<file path="src/rtl/stopwatch_ctrl.sv">
// Stopwatch control: three debounced buttons, a start/stop/lap/clear FSM, a gated
// centisecond prescaler and a 4-digit BCD time counter with lap freeze and overflow.
module stopwatch_ctrl #(
  parameter int TICK_DIV        = 120000,
  parameter int DEBOUNCE_CYCLES = 120000
) (
  input  logic        CLK,
  input  logic        RST_N,
  input  logic        BTN_START,
  input  logic        BTN_LAP,
  input  logic        BTN_CLEAR,
  output logic [15:0] display_value,
  output logic        running,
  output logic        lap_frozen,
  output logic        overflow,
  output logic        tick,
  output logic [1:0]  fsm_state
);

  localparam int PW = $clog2(TICK_DIV);
  localparam int DW = (DEBOUNCE_CYCLES > 1) ? $clog2(DEBOUNCE_CYCLES) : 1;
  localparam logic [PW-1:0] P_LAST = PW'(TICK_DIV - 1);
  localparam logic [DW-1:0] D_LAST = DW'(DEBOUNCE_CYCLES - 1);

  // fsm_state encoding: 0 IDLE, 1 RUN, 2 LAP, 3 STOP
  typedef enum logic [1:0] {
    S_IDLE = 2'd0,
    S_RUN  = 2'd1,
    S_LAP  = 2'd2,
    S_STOP = 2'd3
  } state_t;

  state_t          state;
  logic [PW-1:0]   presc;
  logic [15:0]     count;
  logic [15:0]     lap_reg;

  // Button lanes: bit 0 start, bit 1 lap, bit 2 clear
  logic [2:0]      btn_raw;
  logic [2:0]      sync1;
  logic [2:0]      sync2;
  logic [2:0]      db;
  logic [2:0]      db_d;
  logic [2:0]      ev;
  logic [DW-1:0]   dcnt [3];

  logic            ev_start;
  logic            ev_lap;
  logic            ev_clear;

  assign btn_raw  = {BTN_CLEAR, BTN_LAP, BTN_START};
  assign ev_start = ev[0];
  assign ev_lap   = ev[1];
  assign ev_clear = ev[2];

  always_ff @(posedge CLK or negedge RST_N) begin
    if (!RST_N) begin
      sync1 <= '0;
      sync2 <= '0;
      db    <= '0;
      db_d  <= '0;
      ev    <= '0;
      for (int i = 0; i < 3; i++) dcnt[i] <= '0;
    end else begin
      sync1 <= btn_raw;
      sync2 <= sync1;
      db_d  <= db;
      ev    <= db & ~db_d;
      for (int i = 0; i < 3; i++) begin
        if (sync2[i] == db[i]) begin
          dcnt[i] <= '0;
        end else if (dcnt[i] == D_LAST) begin
          db[i]   <= sync2[i];
          dcnt[i] <= '0;
        end else begin
          dcnt[i] <= dcnt[i] + DW'(1);
        end
      end
    end
  end

  function automatic logic [15:0] bcd_inc(input logic [15:0] v);
    logic [15:0] r;
    logic        carry;
    r     = v;
    carry = 1'b1;
    for (int d = 0; d < 4; d++) begin
      if (carry) begin
        if (r[d*4 +: 4] == 4'd9) begin
          r[d*4 +: 4] = 4'd0;
        end else begin
          r[d*4 +: 4] = r[d*4 +: 4] + 4'd1;
          carry       = 1'b0;
        end
      end
    end
    return r;
  endfunction

  assign running       = (state == S_RUN) || (state == S_LAP);
  assign lap_frozen    = (state == S_LAP);
  assign display_value = lap_frozen ? lap_reg : count;
  assign fsm_state     = state;

  // A START event in RUN/LAP always means stopping, so it gates the final increment.
  always_ff @(posedge CLK or negedge RST_N) begin
    if (!RST_N) begin
      state    <= S_IDLE;
      presc    <= '0;
      count    <= '0;
      lap_reg  <= '0;
      overflow <= 1'b0;
      tick     <= 1'b0;
    end else begin
      tick <= 1'b0;
      if (running && !ev_start) begin
        if (presc == P_LAST) begin
          presc <= '0;
          tick  <= 1'b1;
          count <= bcd_inc(count);
          if (count == 16'h9999) overflow <= 1'b1;
        end else begin
          presc <= presc + PW'(1);
        end
      end
      case (state)
        S_IDLE: begin
          if (ev_start) state <= S_RUN;
        end
        S_RUN: begin
          if (ev_start) begin
            state <= S_STOP;
          end else if (!ev_clear && ev_lap) begin
            state   <= S_LAP;
            lap_reg <= count;
          end
        end
        S_LAP: begin
          if (ev_start) begin
            state <= S_STOP;
          end else if (ev_clear) begin
            state <= S_RUN;
          end else if (ev_lap) begin
            lap_reg <= count;
          end
        end
        S_STOP: begin
          if (ev_start) begin
            state <= S_RUN;
          end else if (ev_clear) begin
            state    <= S_IDLE;
            count    <= '0;
            presc    <= '0;
            lap_reg  <= '0;
            overflow <= 1'b0;
          end
        end
        default: state <= S_IDLE;
      endcase
    end
  end

endmodule

</file>
<file path="config.mk">
export PLATFORM = sky130hd
export DESIGN_NAME = stopwatch_ctrl
export DESIGN_NICKNAME = d
export VERILOG_FILES = /design/src/rtl/stopwatch_ctrl.sv
export SDC_FILE = /design/constraint.sdc
export NUM_CORES = 1
export LEC_CHECK = 0
export ABC_AREA = 1
export CAP_MARGIN = 20
export CORE_UTILIZATION = 50
export DETAILED_ROUTE_END_ITERATION = 8
export MAX_ROUTING_LAYER = met4
export PLACE_DENSITY = 0.71
export SYNTH_ARGS = -nofsm -noshare
export SYNTH_HDL_FRONTEND = slang
export SYNTH_SLANG_ARGS = --single-unit
</file>
<file path="constraint.sdc">
create_clock -name CLK -period 1.58 [get_ports CLK]
set_input_delay 0.158 -clock CLK [delete_from_list [all_inputs] [get_ports CLK]]
set_output_delay 0.158 -clock CLK [all_outputs]
set_load 0.01 [all_outputs]
</file>
==> out/metrics.yaml, run 1 <==
grt:
  grt_pass1_vias: 5624
  grt_pass1_wl_mm: 25.15
  antenna_found_initial: 0
  grt_usage_pct: 25.58
  gr-total-overflow: 0
  grt_max_degree: 44
drt:
  vias: 5762
  top_layer_used: "met4"
  met3RoutedLength_um: 743
  dr.first_iter.drc_count: 358
  avgRoutedWirePerCell_um: 14.65
  routed_wl_mm: 16.17
  wl_met1_mm: 6.456
  route.met2.wl_mm: 8.512
  drc_errors: 0
  viasPerCell: 5.219
  ant_nets: 0
  first_pass_iters: 5
clock_network:
  htreeDepth: 4
  ctsLongestPathBuffers: 2
  cts_tree: "built"
  cts_buffers: 17
  clk_pin_slew_worst_paths_ns: 0.05
  insertion_delay_ns: 0.42
  root_buffer: "clkbuf_16"
  clock_sinks: 119
floorplanning:
  die_x_um: 113.5
  ios: 27
  dieArea_um2: 12880
  die_y_um: 113.5
  initial_core_util_pct: 51.51
  rows: 40
  core_area_um2: 12060
synthesis:
  synth-edff-count: 0
  synth.net_count: 804
  avgSynthCellArea_um2: 7.905
  yosysSeqAreaShare_pct: 47.93
  synth_top_area_share_pct: 47.93
  async_reset_ff_share_pct: 100.0
  postSynthCellCount: 786
  yosysTopAreaCell: "dfrtp_1"
  yosysUniqueCellTypes: 33
  ys_ff_latch: 119
  synth_area_um2: 6213
  synth_area_leaders: "dfrtp_1 48%, nand2_1 9.5%, nor2_1 7.2%"
  ys_warn_count: 0
  ys.flop_type: "dfrtp_1"
timing:
  rsz0062_at_grt: "yes"
  fin_crit_sh_pct: 115.7
  period_needed_ns: 1.828
  final-setup-viol-count: 67
  hold_violations: 0
  max_clock_freq_mhz: 547.1
  worst_slew_pin_slew_ns: 0.5960
  max-slew-margin-rel_pct: 60.13
  final_max_slew_viol_count: 0
  setup_ws_ns: -0.2479
  finClkSkew_ns: 0.005921
cells_and_area:
  final_nets: 943
  insertedDiodeCount: 0
  nFillCells: 856
  drive_above_1_share_pct: 30.02
  stdcell_count: 1104
  largest_reg_flops: 51
  fin_area_um2: 8700
  top_register: "dcnt"
  reg_top3: "dcnt (51), presc (17)"
  area_delta_synth_final_pct: 40.01
power:
  total_leakage_power_nw: 4.235
  max-vdd-ir-drop_mv: 0.7190
  power.density_nw_per_um2: 817.3
worst_setup_path:
  r2r_cells: 10
  r2r_setup_slack_ns: -0.19
  cp_data_required_time_ns: 1.42
  start_kind: "register"
  crit_fanout: 8
  crit_path_end_kind: "output pin"
  worstPathArrival_ns: 1.67
  crit_type: "register to output pin"
outcome:
  outcome: "finished with violations"
  failed_checks: "negative setup slack"
hold_path:
  hp-class: "input pin to async pin"
place:
  numPortBuffers: 26
  hpwl_mm: 9.595
  dp_cells: 1035
  globalplace.congestion: 0.9097
  dpl_cell_area_um2: 7243
job:
  drv_cap: 0
==> synthesized netlist by cell type, types with 2 or more instances <==
master	instances
o21ai_0	42
nor2_2	6
a21oi_1	29
dfrtp_1	119
o22ai_1	2
nor3_1	24
nor2_1	119
nand3_2	3
ha_1	13
nand4_1	14
nor2_4	4
nor3b_1	8
clkbuf_1	7
nand2_1	157
or2_0	2
xor2_1	22
nand3b_1	3
xnor2_1	10
nand3_1	64
nor4_1	3
nand2_2	2
buf_2	3
inv_2	4
nor3_2	3
nand2_4	3
o21bai_1	2
inv_1	112
==> stage by stage <==
step                      hold slack, ns  worst slack, ns  util (%)  power, W  TNS [ns]
after floorplan                  -0.1376         -0.02151         -  0.003197   -0.1389
after global placement           0.03468          -0.1062     60.05  0.003308    -2.511
after detailed placement         0.04076          -0.1751     60.05  0.003318    -5.454
after CTS                         0.1585          -0.1440     68.14  0.007144    -4.848
after global routing              0.1613          -0.3148     72.13  0.007333    -13.18
final                             0.1717          -0.2479     72.13  0.007111    -8.501
==> final timing paths <==
kind / startpoint / end
min in group CLK: BTN_CLEAR / sync1[2]
max reg2reg: presc[0] / presc[11]
min: RST_N / dcnt[18]
max: fsm_state[0] / display_value[15]
max in group asynchronous: RST_N / sync2[1]
min reg2reg: sync1[0] / sync2[0]
==> cell type report <==
cell class / count / area (um2) / area share (%)
multi-input cells: 540 / 3306 / 38.00
repair buffers: 130 / 1164 / 13.38
clock buffers: 20 / 446.7 / 5.134
flip-flops and latches: 119 / 2980 / 34.26
clock inverters: 10 / 130.1 / 1.496
inverters: 117 / 462.9 / 5.321
well taps: 168 / 210.2 / 2.416
==> worst max-delay path, stage by stage, from the launching register on <==
cell and delay, ns:
dfrtp_2 0.43, inv_4 0.08, ha_4 0.21, buf_12 0.15, buf_6 0.11, nand2_1 0.04, o21ai_1 0.07, buf_2 0.15
==> cells by family after synthesis <==
kind of cell	count (synthesis)	share of synthesized area, %
buf+inv	128	8.055
fa+ha+maj	13	2.618
simple gates	417	30.51
compound gates	77	6.383
xor+xnor	32	4.511
flops	119	47.93
==> power by group <==
part | switching, W | internal (W)
clock network | 0.00134 | 0.00248
logic | 0.000120 | 0.0000683
registers | 0.0000233 | 0.00308
==> layer usage <==
metal  GRT usage (%)  up-vias
li1                -     2781
met4           8.421        0
met5               -        -
met2           43.98      148
met3           7.120       40
met1           28.74     2793
==> repair_timing <==
action / in CTS / in global routing
hold buffers: 1 / 0
pin swaps: 27 / 47
setup buffers: 22 / 14
endpoints found under the setup margin: 91 / 111
resized for setup: 164 / 105
gates cloned: 1 / 3
hold endpoints to repair: 119 / 0
==> cells in the final DEF (no fill, tap or decap), types with 19 or more instances in the layout <==
| master | count |
|---|---|
| buf_4 | 77 |
| buf_6 | 19 |
| nand2_2 | 20 |
| a21oi_1 | 24 |
| xor2_1 | 21 |
| nand2_1 | 129 |
| o21ai_1 | 27 |
| clkbuf_16 | 19 |
| dfrtp_1 | 117 |
| inv_1 | 104 |
| nand3_1 | 50 |
| nor2_1 | 108 |
(Power assumes the default switching activity.)
==> inputs of run 2 (changes only) <==
- CORE_ASPECT_RATIO: not set -> 0.9
- SKIP_LAST_GASP: not set -> 1
==> run 2 against run 1 <==
The flow still finishes with violations (negative setup slack). Combinational power about the same. Critical endpoint is now count[6]. Register-to-register slack got worse by 0.03 ns. Worst hold slack got worse by 0.0057 ns. Routed wire length increased by 3.5%. Highest routed layer unchanged. Clock power decreased by 3%. Clock skew about the same. Largest cell class unchanged. Critical path type is now register to register. Setup slack improved by 0.024 ns. Fmax increased by 1.3%.
==> out/metrics.yaml, run 2 (synthesis gave the netlist of run 1 again) <==
grt:
  grt_max_degree: 36  # -18%
  antenna_found_initial: 0  # unchanged
  grt_pass1_vias: 5458  # -3.0%
  gr-total-overflow: 0  # unchanged
  grt_pass1_wl_mm: 25.39  # +0.96%
  grt_usage_pct: 26.02  # +0.44 points
cells_and_area:
  area_delta_synth_final_pct: 42.41
  final_common_cell: "nand2_1"
  nFillCells: 839  # -2.0%
  fin_area_um2: 8848  # +1.7%
  final_nets: 949  # +0.64%
  multi_input_area_um2: 3343  # +1.1%
  largest_reg_flops: 51  # unchanged
  drive_above_1_share_pct: 31.36  # +1.3 points
  mostFrequentLayoutCells: "134 x nand2_1, 117 x dfrtp_1, 106 x nor2_1, 104 x inv_1, 72 x buf_4"
  stdcell_count: 1104  # unchanged
  insertedDiodeCount: 0  # unchanged
  seqCellArea_um2: 2980  # unchanged
  reg_top3: "dcnt (51), presc (17)"
  top_register: "dcnt"
timing:
  rsz0062_at_grt: "yes"
  finClkSkew_ns: 0.005872  # -0.00004918 ns
  period_needed_ns: 1.804  # -0.02423 ns
  fin_crit_sh_pct: 114.2  # -1.5 points
  hold_violations: 0  # unchanged
  worst_slew_pin_slew_ns: 0.5212  # -0.07480 ns
  max_clock_freq_mhz: 554.4  # +1.3%
  final_max_slew_viol_count: 0  # unchanged
  final-setup-viol-count: 67  # unchanged
  setup_ws_ns: -0.2236  # +0.02423 ns
  max-slew-margin-rel_pct: 65.25  # +5.1 points
floorplanning:
  ios: 27  # unchanged
  die_x_um: 119.5  # +5.3%
  core_area_um2: 12080  # +0.12%
  die_y_um: 107.8  # -5.0%
  rows: 38  # -5.0%
  dieArea_um2: 12880  # about the same
  initial_core_util_pct: 51.45  # -0.064 points
place:
  dpl_cell_area_um2: 7246  # about the same
  hpwl_mm: 9.727  # +1.4%
  numPortBuffers: 26  # unchanged
  dp_cells: 1027  # -0.77%
  globalplace.congestion: 0.9396  # +3.3%
worst_setup_path:
  r2r_setup_slack_ns: -0.22  # -0.03 ns
  cp_data_required_time_ns: 1.91  # +0.49 ns
  worstPathArrival_ns: 2.14  # +0.47 ns
  start_kind: "register"
  crit_fanout: 7  # -1
  crit_type: "register to register"
  crit_path_end_kind: "register"
outcome:
  outcome: "finished with violations"
  failed_checks: "negative setup slack"
power:
  max-vdd-ir-drop_mv: 1.349  # +88%
  switching_share_pct: 23.36  # +2.5 points
  intPower_w: 0.005349  # -4.9%
  power.density_nw_per_um2: 788.8  # -3.5%
  switchingPower_w: 0.001630  # +9.9%
  pwr-share-comb_pct: 2.6  # about the same
  clkPwrFrac_pct: 53.0  # -0.7 points
  pwr-share-seq_pct: 44.4  # +0.8 points
  total_leakage_power_nw: 4.217  # -0.41%
drt:
  drc_errors: 0  # unchanged
  first_pass_iters: 6  # +1
  routed_wl_mm: 16.73  # +3.5%
  viasPerCell: 5.323  # +2.0%
  vias: 5877  # +2.0%
  ant_nets: 0  # unchanged
  dr.first_iter.drc_count: 424  # +18%
  avgRoutedWirePerCell_um: 15.16  # +3.5%
clock_network:
  htreeDepth: 4  # unchanged
  insertion_delay_ns: 0.43  # about the same
  clk_pin_slew_worst_paths_ns: 0.05  # about the same
  ctsLongestPathBuffers: 2  # unchanged
  root_buffer: "clkbuf_16"
  clock_sinks: 119  # unchanged
  cts_buffers: 17  # unchanged
  cts_tree: "built"
job:
  drv_cap: 0  # unchanged
hold_path:
  hp-class: "input pin to register"
==> run 2: cell count changes in the layout (fill, tap and decap cells not counted), moves of 3 or more <==
cell | previous run | this run
buf_4 | 77 | 72
buf_6 | 19 | 31
clkinv_4 | 0 | 6
nand2_1 | 129 | 134
nand2_2 | 20 | 17
nand2_4 | 13 | 10
nand3_1 | 50 | 43
nand3_2 | 11 | 17
o21ai_0 | 4 | 7
o21ai_1 | 27 | 22
==> run 2: stage by stage <==
step	TNS, ns	power (W)	utilization [%]	setup slack [ns]	hold WS (ns)
floorplan	-0.1389	0.003197	-	-0.02151	-0.1376
global placement	-1.708	0.003307	60.00	-0.1059	0.1668
detailed placement	-4.077	0.003316	60.00	-0.1812	0.1647
CTS	-5.567	0.007010	68.48	-0.2036	0.1523
global route	-14.92	0.007200	73.27	-0.3174	0.1683
finish	-9.513	0.006980	73.27	-0.2236	0.1660
==> run 2: worst paths after layout <==
check                      cells after the start       end    startpoint
setup / recovery                               9  count[6]  fsm_state[0]
setup reg to reg                               9  count[6]  fsm_state[0]
max in group asynchronous                      3  dcnt[23]         RST_N
hold / removal                                 1  sync1[2]     BTN_CLEAR
min in group asynchronous                      2  presc[2]         RST_N
hold reg to reg                                0  sync2[1]      sync1[1]
==> run 2: routing by layer <==
metal / share of wire [%] / vias up / GRT usage (%) / wire length, um
li1: - / 2798 / - / -
met1: 41 / 2840 / 30.89 / 6851
met2: 51 / 200 / 41.78 / 8476
met4: 2.0 / 0 / 8.750 / 340
met5: 0 / - / - / 0
met3: 6.4 / 39 / 8.581 / 1065
==> run 2: layout make-up <==
cell class              instances  share of cell area, %
multi-input cells             539                  37.78
flip-flops and latches        119                  33.68
repair buffers                137                  14.56
inverters                     117                  5.317
clock buffers                  18                  4.963
well taps                     160                  2.262
clock inverters                14                  1.428
==> run 2: timing repair <==
action / CTS / global route
hold endpoints to repair: 31 / 0
buffers inserted: 24 / 22
pin swaps: 41 / 40
hold buffers: 1 / 0
resized for setup: 171 / 124
setup endpoints to repair: 78 / 101
gates cloned: 3 / 2
==> run 2: critical path, stage by stage (launching register included) <==
cell     delay, ns
dfrtp_2       0.40
inv_4         0.06
buf_12        0.12
ha_4          0.29
nand2_8       0.08
buf_6         0.13
nor3_4        0.18
buf_6         0.17
nand3_1       0.08
a21oi_1       0.18
==> run 2: power by group through the flow <==
| stage | Combinational, W | Sequential [W] | Clock (W) |
|---|---|---|---|
| after CTS | 0.000176 | 0.00309 | 0.00374 |
| after detailed placement | 0.000168 | 0.00315 | 0 |
| after global placement | 0.000162 | 0.00315 | 0 |
| after floorplan | 0.0000516 | 0.00315 | 0 |
| after global routing | 0.000216 | 0.00310 | 0.00389 |
| final | 0.000185 | 0.00310 | 0.00370 |
==> RTL edit (config.mk and constraints of run 1) <==
`TICK_DIV`: 120000 -> 240000.
--- a/src/rtl/stopwatch_ctrl.sv
+++ b/src/rtl/stopwatch_ctrl.sv
@@ -1,7 +1,7 @@
 // Stopwatch control: three debounced buttons, a start/stop/lap/clear FSM, a gated
 // centisecond prescaler and a 4-digit BCD time counter with lap freeze and overflow.
 module stopwatch_ctrl #(
-  parameter int TICK_DIV        = 120000,
+  parameter int TICK_DIV        = 240000,
   parameter int DEBOUNCE_CYCLES = 120000
 ) (
   input  logic        CLK,
Formal check against the unedited RTL: same outputs for any inputs over 4 cycles, from zero or initial values and one cycle with RST_N low; that may be too few to reach the edited logic, so the function may still have changed.
==> RTL edit against run 1 <==
- the flow still finishes with violations (negative setup slack)
- global-route usage increased by 0.98 points
- area after synthesis increased by 0.52%
- combinational power shrank 12%
- design area up 3.5%
- power fell by 0.11%
- core utilization grew 2.2 points
- hold slack better by 0.0018 ns
- routed wire length increased by 7.1%
- highest routed layer unchanged
- setup slack got worse by 0.016 ns
- sequential cell count grew 1
==> RTL edit: results (changes against run 1) <==
| Metric | Value |
|---|---|
| Layout cell share with drive strength beyond 1 | 33.30% (was 30.02%) |
| Regs by FF count | dcnt (51), presc (18) (was dcnt (51), presc (17)) |
| Cell Count Post-Placement | 1043 (was 1035) |
| Synth Area in XOR/XNOR | 4.908% (was 4.511%) |
| Critical path peak fanout | 5 (was 8) |
| Syn nets | 808 (was 804) |
| Worst Skew | 0.006631 ns (was 0.005921 ns) |
| DR iter-0 viols | 410 (was 358) |
| GRT Total Usage | 26.56% (was 25.58%) |
| Vias | 5954 (was 5762) |
| Fill count | 793 (was 856) |
| Failing checks | negative setup slack (unchanged) |
| Crit path DAT | 2.15 ns (was 1.67 ns) |
| Cell family with most CP delay | simple AND/OR/NAND/NOR gates (was buffers and inverters) |
| Post-synthesis sequential area ratio | 48.08% (was 47.93%) |
| R2r worst-path depth | 11 (was 10) |
| Outcome | finished with violations (unchanged) |
| Final worst setup slack | -0.2641 ns (was -0.2479 ns) |
| RR Startpoint | fsm_state[1] (was presc[0]) |
| Worst setup endpoint | presc[13] (was display_value[15]) |
| Global-route met2 utilization | 43.70% (was 43.98%) |
| Final Setup Violations | 69 (was 67) |
| Post-synthesis mux area share | 0.1803% (was 0%) |
| Non-Filler Instances | 1111 (was 1104) |
| Ranking of synthesized cells by area | dfrtp_1 (48%), nand2_1 (11%), nor2_1 (8.4%) (was dfrtp_1 (48%), nand2_1 (9.5%), nor2_1 (7.2%)) |
| RePlAce Congestion | 0.8765 (was 0.9097) |
==> RTL edit: power breakdown <==
part	internal, mW	switching (mW)
Combinational	0.0567	0.109
Sequential	3.10	0.0179
Clock	2.40	1.42
Total	5.56	1.55
==> RTL edit: routing by layer <==
layer / vias up / wire (um)
met1: 2877 / 6946
met3: 67 / 847
met4: 0 / 702
met5: - / 0
li1: 2814 / -
met2: 196 / 8821
==> RTL edit: stage by stage <==
stage               hold WS [ns]  util, %  setup slack [ns]
global placement          0.1911    60.01           -0.2026
floorplan                -0.1376        -          0.001825
detailed placement        0.1993    60.01           -0.2492
global route              0.1661    74.33           -0.3446
finish                    0.1735    74.33           -0.2641
CTS                       0.1621    69.54           -0.2014
==> RTL edit: cells by family (layout without fill, tap and decap cells) <==
kind of cell | Yosys count | count (layout)
and+or+nand+nor | 440 | 442
DFF | 120 | 120
buffers and inverters | 100 | 251
AOI/OAI and AO/OA | 81 | 81
xor gates and xnor gates | 35 | 35
adders and majority gates | 13 | 13
muxes | 1 | 1
==> RTL edit: area by class of cell <==
type,count,area [um2],share of cell area [%]
timing repair buffer,132,1260,14.00
clock buffer,21,460.4,5.115
multi-input combinational,572,3601,40.00
tap,168,210.2,2.335
clock inverter,11,122.6,1.362
inverter,87,342.8,3.808
sequential,120,3005,33.38
==> RTL edit: worst min path at each step <==
stage	to	slack, ns
detailed placement	dcnt[3]	0.20
global route	sync1[2]	0.17
global placement	dcnt[2]	0.19
CTS	sync1[1]	0.16
finish	sync1[0]	0.17
floorplan	count[0]	-0.14
==> RTL edit: what timing repair did <==
action | CTS | global route
pin swaps | 40 | 66
hold endpoints to repair | 120 | 0
hold buffers | 1 | 0
cloned | 3 | 2
setup endpoints to repair | 69 | 110
setup buffers | 23 | 11
resized for setup | 206 | 124
